**src/rtl/flag_set_pkg.sv**
```systemverilog
`default_nettype none
// ============================================================================
// Module      : flag_set_pkg
// Description : Shared types and constants for the flag_set_reg block.
// Revision    : 1.0 - initial release
// ============================================================================
package flag_set_pkg;

    typedef enum logic [1:0] {
        OP_CLR     = 2'd0,
        OP_SET     = 2'd1,
        OP_TGL     = 2'd2,
        OP_CLR_ALL = 2'd3
    } flag_op_e;

    localparam int HOLD_W = 8;

endpackage
`default_nettype wire

```
**src/rtl/flag_popcount.sv**
```systemverilog
`default_nettype none
// ============================================================================
// Module      : flag_popcount
// Description : Combinational population count with any/all summaries.
// Revision    : 1.0 - initial release
// ============================================================================
module flag_popcount #(
    parameter int WIDTH = 16,
    parameter int CNT_W = $clog2(WIDTH + 1)
) (
    input  logic [WIDTH-1:0] flags,
    output logic [CNT_W-1:0] count,
    output logic             any,
    output logic             all
);

    always_comb begin
        count = '0;
        for (int i = 0; i < WIDTH; i++) begin
            count = count + CNT_W'(flags[i]);
        end
    end

    assign any = |flags;
    assign all = &flags;

endmodule
`default_nettype wire

```
**src/rtl/flag_set_reg.sv**
```systemverilog
`default_nettype none
// ============================================================================
// Module      : flag_set_reg
// Description : WIDTH-bit indexed set/clear/toggle flag register with
//               handshake, sticky range error and registered summaries.
//               Define FLAG_SET_REG_AUTOCLR_EN for per-bit auto-clear timers.
// Revision    : 1.0 - initial release
// ============================================================================
module flag_set_reg
    import flag_set_pkg::*;
#(
    parameter int WIDTH = 16,
    parameter int IDX_W = $clog2(WIDTH),
    parameter int CNT_W = $clog2(WIDTH + 1),
    parameter int HOLD  = 8
) (
    input  logic             clk,
    input  logic             rst,
    input  logic             en,
    input  logic             cmd_valid,
    output logic             cmd_ready,
    input  logic [1:0]       cmd_op,
    input  logic [IDX_W-1:0] cmd_idx,
    input  logic             err_clr,
    output logic [WIDTH-1:0] flags,
    output logic [CNT_W-1:0] count,
    output logic             any,
    output logic             all,
    output logic             changed,
    output logic             err
);

    flag_op_e         w_op;
    logic             w_acc;
    logic             w_in_range;
    logic             w_clr_all;
    logic             w_bit_cmd;
    logic             w_err_evt;
    logic [WIDTH-1:0] w_flags_nxt;
    logic [CNT_W-1:0] w_count;
    logic             w_any;
    logic             w_all;

    logic [WIDTH-1:0] r_flags;
    logic [CNT_W-1:0] r_count;
    logic             r_any;
    logic             r_all;
    logic             r_changed;
    logic             r_err;

    assign w_op      = flag_op_e'(cmd_op);
    assign cmd_ready = en;
    assign w_acc     = cmd_valid & en;

    // A power-of-two width cannot be addressed out of range.
    if (2 ** IDX_W == WIDTH) begin : g_range_full
        assign w_in_range = 1'b1;
    end else begin : g_range_part
        assign w_in_range = ({1'b0, cmd_idx} < (IDX_W + 1)'(WIDTH));
    end

    assign w_clr_all = w_acc & (w_op == OP_CLR_ALL);
    assign w_bit_cmd = w_acc & (w_op != OP_CLR_ALL) & w_in_range;
    assign w_err_evt = w_acc & (w_op != OP_CLR_ALL) & ~w_in_range;

    for (genvar i = 0; i < WIDTH; i++) begin : g_bit
        logic w_hit;
        logic w_nxt;

        assign w_hit          = w_bit_cmd && (cmd_idx == IDX_W'(i));
        assign w_flags_nxt[i] = w_nxt;

`ifdef FLAG_SET_REG_AUTOCLR_EN
        logic [HOLD_W-1:0] r_tmr;
        logic [HOLD_W-1:0] w_tmr_nxt;

        // Commands take priority over expiry on the same bit.
        always_comb begin
            w_nxt     = r_flags[i];
            w_tmr_nxt = r_tmr;
            if (w_clr_all) begin
                w_nxt     = 1'b0;
                w_tmr_nxt = '0;
            end else if (w_hit) begin
                case (w_op)
                    OP_SET: begin
                        w_nxt     = 1'b1;
                        w_tmr_nxt = HOLD_W'(HOLD);
                    end
                    OP_TGL: begin
                        w_nxt     = ~r_flags[i];
                        w_tmr_nxt = r_flags[i] ? '0 : HOLD_W'(HOLD);
                    end
                    default: begin
                        w_nxt     = 1'b0;
                        w_tmr_nxt = '0;
                    end
                endcase
            end else if (en && r_flags[i] && (r_tmr != '0)) begin
                w_tmr_nxt = r_tmr - HOLD_W'(1);
                if (r_tmr == HOLD_W'(1)) begin
                    w_nxt = 1'b0;
                end
            end
        end

        always_ff @(posedge clk) begin
            if (rst) begin
                r_tmr <= '0;
            end else begin
                r_tmr <= w_tmr_nxt;
            end
        end
`else
        always_comb begin
            w_nxt = r_flags[i];
            if (w_clr_all) begin
                w_nxt = 1'b0;
            end else if (w_hit) begin
                case (w_op)
                    OP_SET:  w_nxt = 1'b1;
                    OP_TGL:  w_nxt = ~r_flags[i];
                    default: w_nxt = 1'b0;
                endcase
            end
        end
`endif
    end

`ifndef FLAG_SET_REG_AUTOCLR_EN
    logic w_unused_hold;
    assign w_unused_hold = ^(HOLD_W'(HOLD));
`endif

    flag_popcount #(
        .WIDTH (WIDTH),
        .CNT_W (CNT_W)
    ) u_popcount (
        .flags (r_flags),
        .count (w_count),
        .any   (w_any),
        .all   (w_all)
    );

    // A new error in the same cycle as err_clr keeps err set.
    always_ff @(posedge clk) begin
        if (rst) begin
            r_flags   <= '0;
            r_count   <= '0;
            r_any     <= 1'b0;
            r_all     <= 1'b0;
            r_changed <= 1'b0;
            r_err     <= 1'b0;
        end else begin
            r_flags   <= w_flags_nxt;
            r_count   <= w_count;
            r_any     <= w_any;
            r_all     <= w_all;
            r_changed <= (w_flags_nxt != r_flags);
            r_err     <= w_err_evt | (r_err & ~err_clr);
        end
    end

    assign flags   = r_flags;
    assign count   = r_count;
    assign any     = r_any;
    assign all     = r_all;
    assign changed = r_changed;
    assign err     = r_err;

endmodule
`default_nettype wire

```
**config.mk**
```make
export PLATFORM = sky130hd
export DESIGN_NAME = flag_set_reg
export DESIGN_NICKNAME = d
export VERILOG_FILES = /design/src/rtl/flag_set_pkg.sv /design/src/rtl/flag_popcount.sv /design/src/rtl/flag_set_reg.sv
export SDC_FILE = /design/constraint.sdc
export NUM_CORES = 1
export LEC_CHECK = 0
export BUFFER_PORTS_ARGS = -buffer_cell sky130_fd_sc_hd__buf_2
export CAP_MARGIN = 20
export CORE_MARGIN = 3
export CORE_UTILIZATION = 56
export DETAILED_ROUTE_END_ITERATION = 12
export PLACE_DENSITY = 0.88
export SYNTH_ARGS = -nofsm -noshare
export SYNTH_HDL_FRONTEND = slang
export SYNTH_SLANG_ARGS = --single-unit
```
**constraint.sdc**
```tcl
create_clock -name clk -period 5.44 [get_ports clk]
set_input_delay 1.088 -clock clk [delete_from_list [all_inputs] [get_ports clk]]
set_output_delay 1.088 -clock clk [all_outputs]
set_load 0.01 [all_outputs]
```
======== Word level (Yosys, flattened, before mapping) ========
Index checks and enable logic that the tools add are counted.
storage, ports and cells
  register bits ........................... 25
cells by class
  $add $sub $neg .......................... 15
  equality and inequality tests ........... 20
  multiplexer cells ....................... 48
  bitwise operators ....................... 21
  reductions and logical operators ........ 19
operators by type and width
  operator            number
  $add 5x1->5         14
  $eq 4x4->1 const B  8
  $mux 1              32
  $pmux 1 s2          16
  $not 1->1           17
  $eq 4x3->1 const B  4
  $logic_and 1x1->1   16
  $ne 16x16->1        1
  $reduce_and 16->1   1
  $reduce_or 16->1    1
  $eq 4x2->1 const B  2
  $and 1x1->1         4
  $eq 2x2->1 const B  2
  $eq 4x1->1 const B  1
  $logic_not 4->1     1
  $add 1x1->2         1
  $eq 2x1->1 const B  1
  $ne 2x2->1 const B  1

======== Logic depth before layout (Yosys ltp) ========
  depth after elaboration ................. 15
  gate-level depth with buffers ........... 15
  gate-level depth less buffers ........... 15

======== Cells and area by module ========
A second synthesis with hierarchy kept.
unflattened totals
  cell total of the unflattened synthesis .. 276
  area total of the unflattened synthesis .. 2,113.3 µm²
modules (own cells, without submodules)
  module         times used  cells each  area each (µm²)
  flag_set_reg   1           217         1,612.8
  flag_popcount  1           59          500.5

======== Worst setup path before layout ========
Ideal clock, no wire load.
  path kind ............................... reg-to-reg
  start point ............................. register r_flags[0], in the netlist flags[0]
  end point ............................... register r_count[1], in the netlist count[1]
  library setup time ...................... 0.127 ns
  arrival time ............................ 3.752 ns
  path slack .............................. 1.561 ns
  cell stages (with the launch flop) ...... 14
  buffers on the path ..................... 0
  period minus slack after synthesis ...... 3.879 ns
  cell sequence ........................... dfxtp_1 inv_1 ha_1 inv_1 fa_1 inv_1 fa_1 fa_1 inv_1 fa_1 fa_1 inv_1 fa_1 nor2b_1
between the ends
  longest elaborated chain between the ends .. 15
ends and longest elaborated chain
  element                        line                 text
  from (decl)                    flag_set_reg.sv:44   logic [WIDTH-1:0] r_flags;
  from (signal assigned)         flag_set_reg.sv:155  r_flags <= w_flags_nxt;
  $add 1x1->2                    flag_popcount.sv:20  count = count + CNT_W'(flags[i]);
  $add 5x1->5 (14 in series)     flag_popcount.sv:20
  named net u_popcount.count[1]  flag_popcount.sv:12  output logic [CNT_W-1:0] count,
  to (signal assigned)           flag_set_reg.sv:156  r_count <= w_count;
  to (decl)                      flag_set_reg.sv:45   logic [CNT_W-1:0] r_count;
The timed path passes the listed nets, and every way through them passes these cells.
A chain may end at the register's enable or synchronous reset.

======== Worst setup path after layout ========
Same ends and word-level chain as after synthesis.

==> out/results.ini <==
[synth]
syn_avg_cell_area_um2 = 8.09
netlist_instances = 246
yosysWarnings = 0
ys_seq_elements = 25
syn_area_um2 = 1990
syn_nets = 278
synth.distinct_cells = 48
seq_area_frac_synth = 0.252

[final_layout]
ff_latch_area_um2 = 500
stdcell_area_um2 = 2160
syn_to_final_growth_pct = 8.81
final_cell_mix = a21oi_1 (36), buf_2 (36), inv_1 (32)
final_layout_size_suffix_gt1_frac = 0.175
multi_input_area_um2 = 1280
diodes = 0
fillers = 289
nNetsFinal = 302
instances_no_fill = 315
post-route-util = 0.639

[clocking]
cts_buffer_depth = 2
numCtsBuffers = 3
cts_setup_buffers = 0
cts_resized = 0
clock_sinks = 25
cts_max_level = 1
insertion_delay_ns = 0.33
cts_tree = yes
cts-root-buf = clkbuf_4
hold_buffers = 0
clk_pin_slew_ns = 0.14

[floorplanning]
initial_utilization = 0.587
rows = 21
die_height_um = 65.6
die_x_um = 65.6
boundaryPins = 37
coreArea_um2 = 3390
die_area_um2 = 4300

[detailed_routing]
avgViaCountPerCell = 6.42
ant_nets = 0
drtIter0Drc = 314
vias = 2023
drtPass1Iterations = 5
drc_errors = 0
wl_mm = 5.49
wl_per_cell_um = 17.4

[setup_path]
path_common_cell = fa_1
path_delay_family = adder cells
required_ns = 5.68
critical_path.max_stage_delay_ns = 0.52
worst_setup_path_start_kind = flop
cp_num_buf_inv = 5
cp_slowest_cell = fa_1
rrSetupSlack_ns = 1.38
end_kind = flop
r2r-start = flags[0]$_SDFF_PP0_
worstPathMaxFanout = 7
path_class = reg2reg
worstPathCellList = inv_1 -> ha_1 -> inv_1 -> fa_1 -> inv_1 -> fa_1 -> fa_1 -> inv_1 -> fa_1 -> fa_1 -> inv_1 -> fa_1 -> nor2b_1
crit_arrival_ns = 4.30
cp-startpoint = flags[0]$_SDFF_PP0_

[place]
gp_congestion = 0.959
portBuffers = 36
post-place-cells = 311
place_area_um2 = 2140
post-place-ws_ns = 1.41
dp_hpwl_mm = 3.94

[sta]
fmax_ghz = 0.246
slew_headroom = 0.495
finalCritPeriodShare = 0.746
setup_violations = 0
clock_skew_ns = 0.00208
finalMaxSlewViolations = 0
hold_violations = 0
setup_slack_ns = 1.38
min_period_ns = 4.06
rsz0062_at_grt = no
fin_setup_tns_ns = 0
whs_ns = 0.479
tightest_slew_ns = 0.757

[power_and_ir_drop]
p_total_mw = 0.326
powerDensity_nw_per_um2 = 151
p_leak_nw = 0.894
irDropWorstVdd_uv = 94.5

[worst_hold_path]
hold_start = err$_SDFF_PP0_
hold_path.class = reg2reg

[grt]
gr-total-overflow = 0
grt_pass1_vias = 1818
grt_pass1_wl_mm = 8.85
grt.total_usage = 0.267
grt_max_degree = 21
antenna_found_initial = 0

[status]
status = complete, no violations

[job]
maxCapViolations = 0

==> final timing paths <==
| check | end | cells past startpoint |
|---|---|---|
| setup / recovery | count[1]$_SDFF_PP0_ | 13 |
| hold / removal | err$_SDFF_PP0_ | 1 |
| setup reg to reg | count[1]$_SDFF_PP0_ | 13 |
| hold reg to reg | err$_SDFF_PP0_ | 1 |
==> cell type report <==
class / count / share of cell area
sequential: 25 / 0.231
clock inverter: 1 / 0.00231
timing repair buffer: 36 / 0.0832
tap: 46 / 0.0266
multi-input combinational: 172 / 0.591
inverter: 32 / 0.0555
clock buffer: 3 / 0.0104
==> metal layers <==
metal,GRT usage,part of all wire,vias to the layer above
li1,-,-,918
met1,0.354,0.39,922
met2,0.426,0.46,151
met3,0.0376,0.11,32
met4,0.127,0.040,0
met5,0,0,-
==> synth_stat cells (all sizes together) <==
master	instances	share of area
a41oi	2	0.0088
nand2	6	0.013
fa	10	0.10
a21oi	36	0.091
a32oi	1	0.0044
o211ai	1	0.0038
nand4	3	0.0094
and4bb	1	0.0082
and4	1	0.0044
and3	1	0.0031
or2	2	0.0063
xnor2	1	0.0044
buf	10	0.032
o2111ai	1	0.0044
o21ai	15	0.038
a21o	1	0.0038
o21a	2	0.0075
o32ai	2	0.0088
a2bb2oi	1	0.0044
mux2i	7	0.035
o31ai	2	0.0075
nor2b	3	0.0094
nor3	4	0.010
ha	11	0.069
nand3	6	0.015
o22a	1	0.0044
mux2	1	0.0057
nor3b	3	0.011
clkbuf	7	0.013
nand3b	2	0.0075
nand2b	5	0.017
o21ba	2	0.010
and3b	1	0.0044
nor4	6	0.019
or3	4	0.013
dfxtp	25	0.25
and2	1	0.0031
xor2	1	0.0044
or4	12	0.045
o22ai	3	0.0094
nor2	10	0.019
inv	32	0.060
==> registers in the layout, summed over array words and instances (netlist names) <==
name,cells
changed,1
any,1
flags,16
all,1
count,5
err,1
==> report_power, final <==
| group | switching [mW] | internal, mW |
|---|---|---|
| Clock | 0.0595 | 0.0277 |
| Combinational | 0.0354 | 0.0187 |
| Sequential | 0.000911 | 0.184 |
==> logic make-up (layout without fill, tap and decap cells) <==
logic type / Yosys count / count (layout) / synth area share
DFF: 25 / 25 / 0.252
xor gates and xnor gates: 2 / 2 / 0.00881
adders and majority gates: 21 / 21 / 0.170
buffers and inverters: 49 / 72 / 0.106
AOI/OAI and AO/OA: 70 / 70 / 0.206
and+or+nand+nor: 71 / 71 / 0.218
muxes: 8 / 8 / 0.0409
Power figures use the tool's default switching activity.
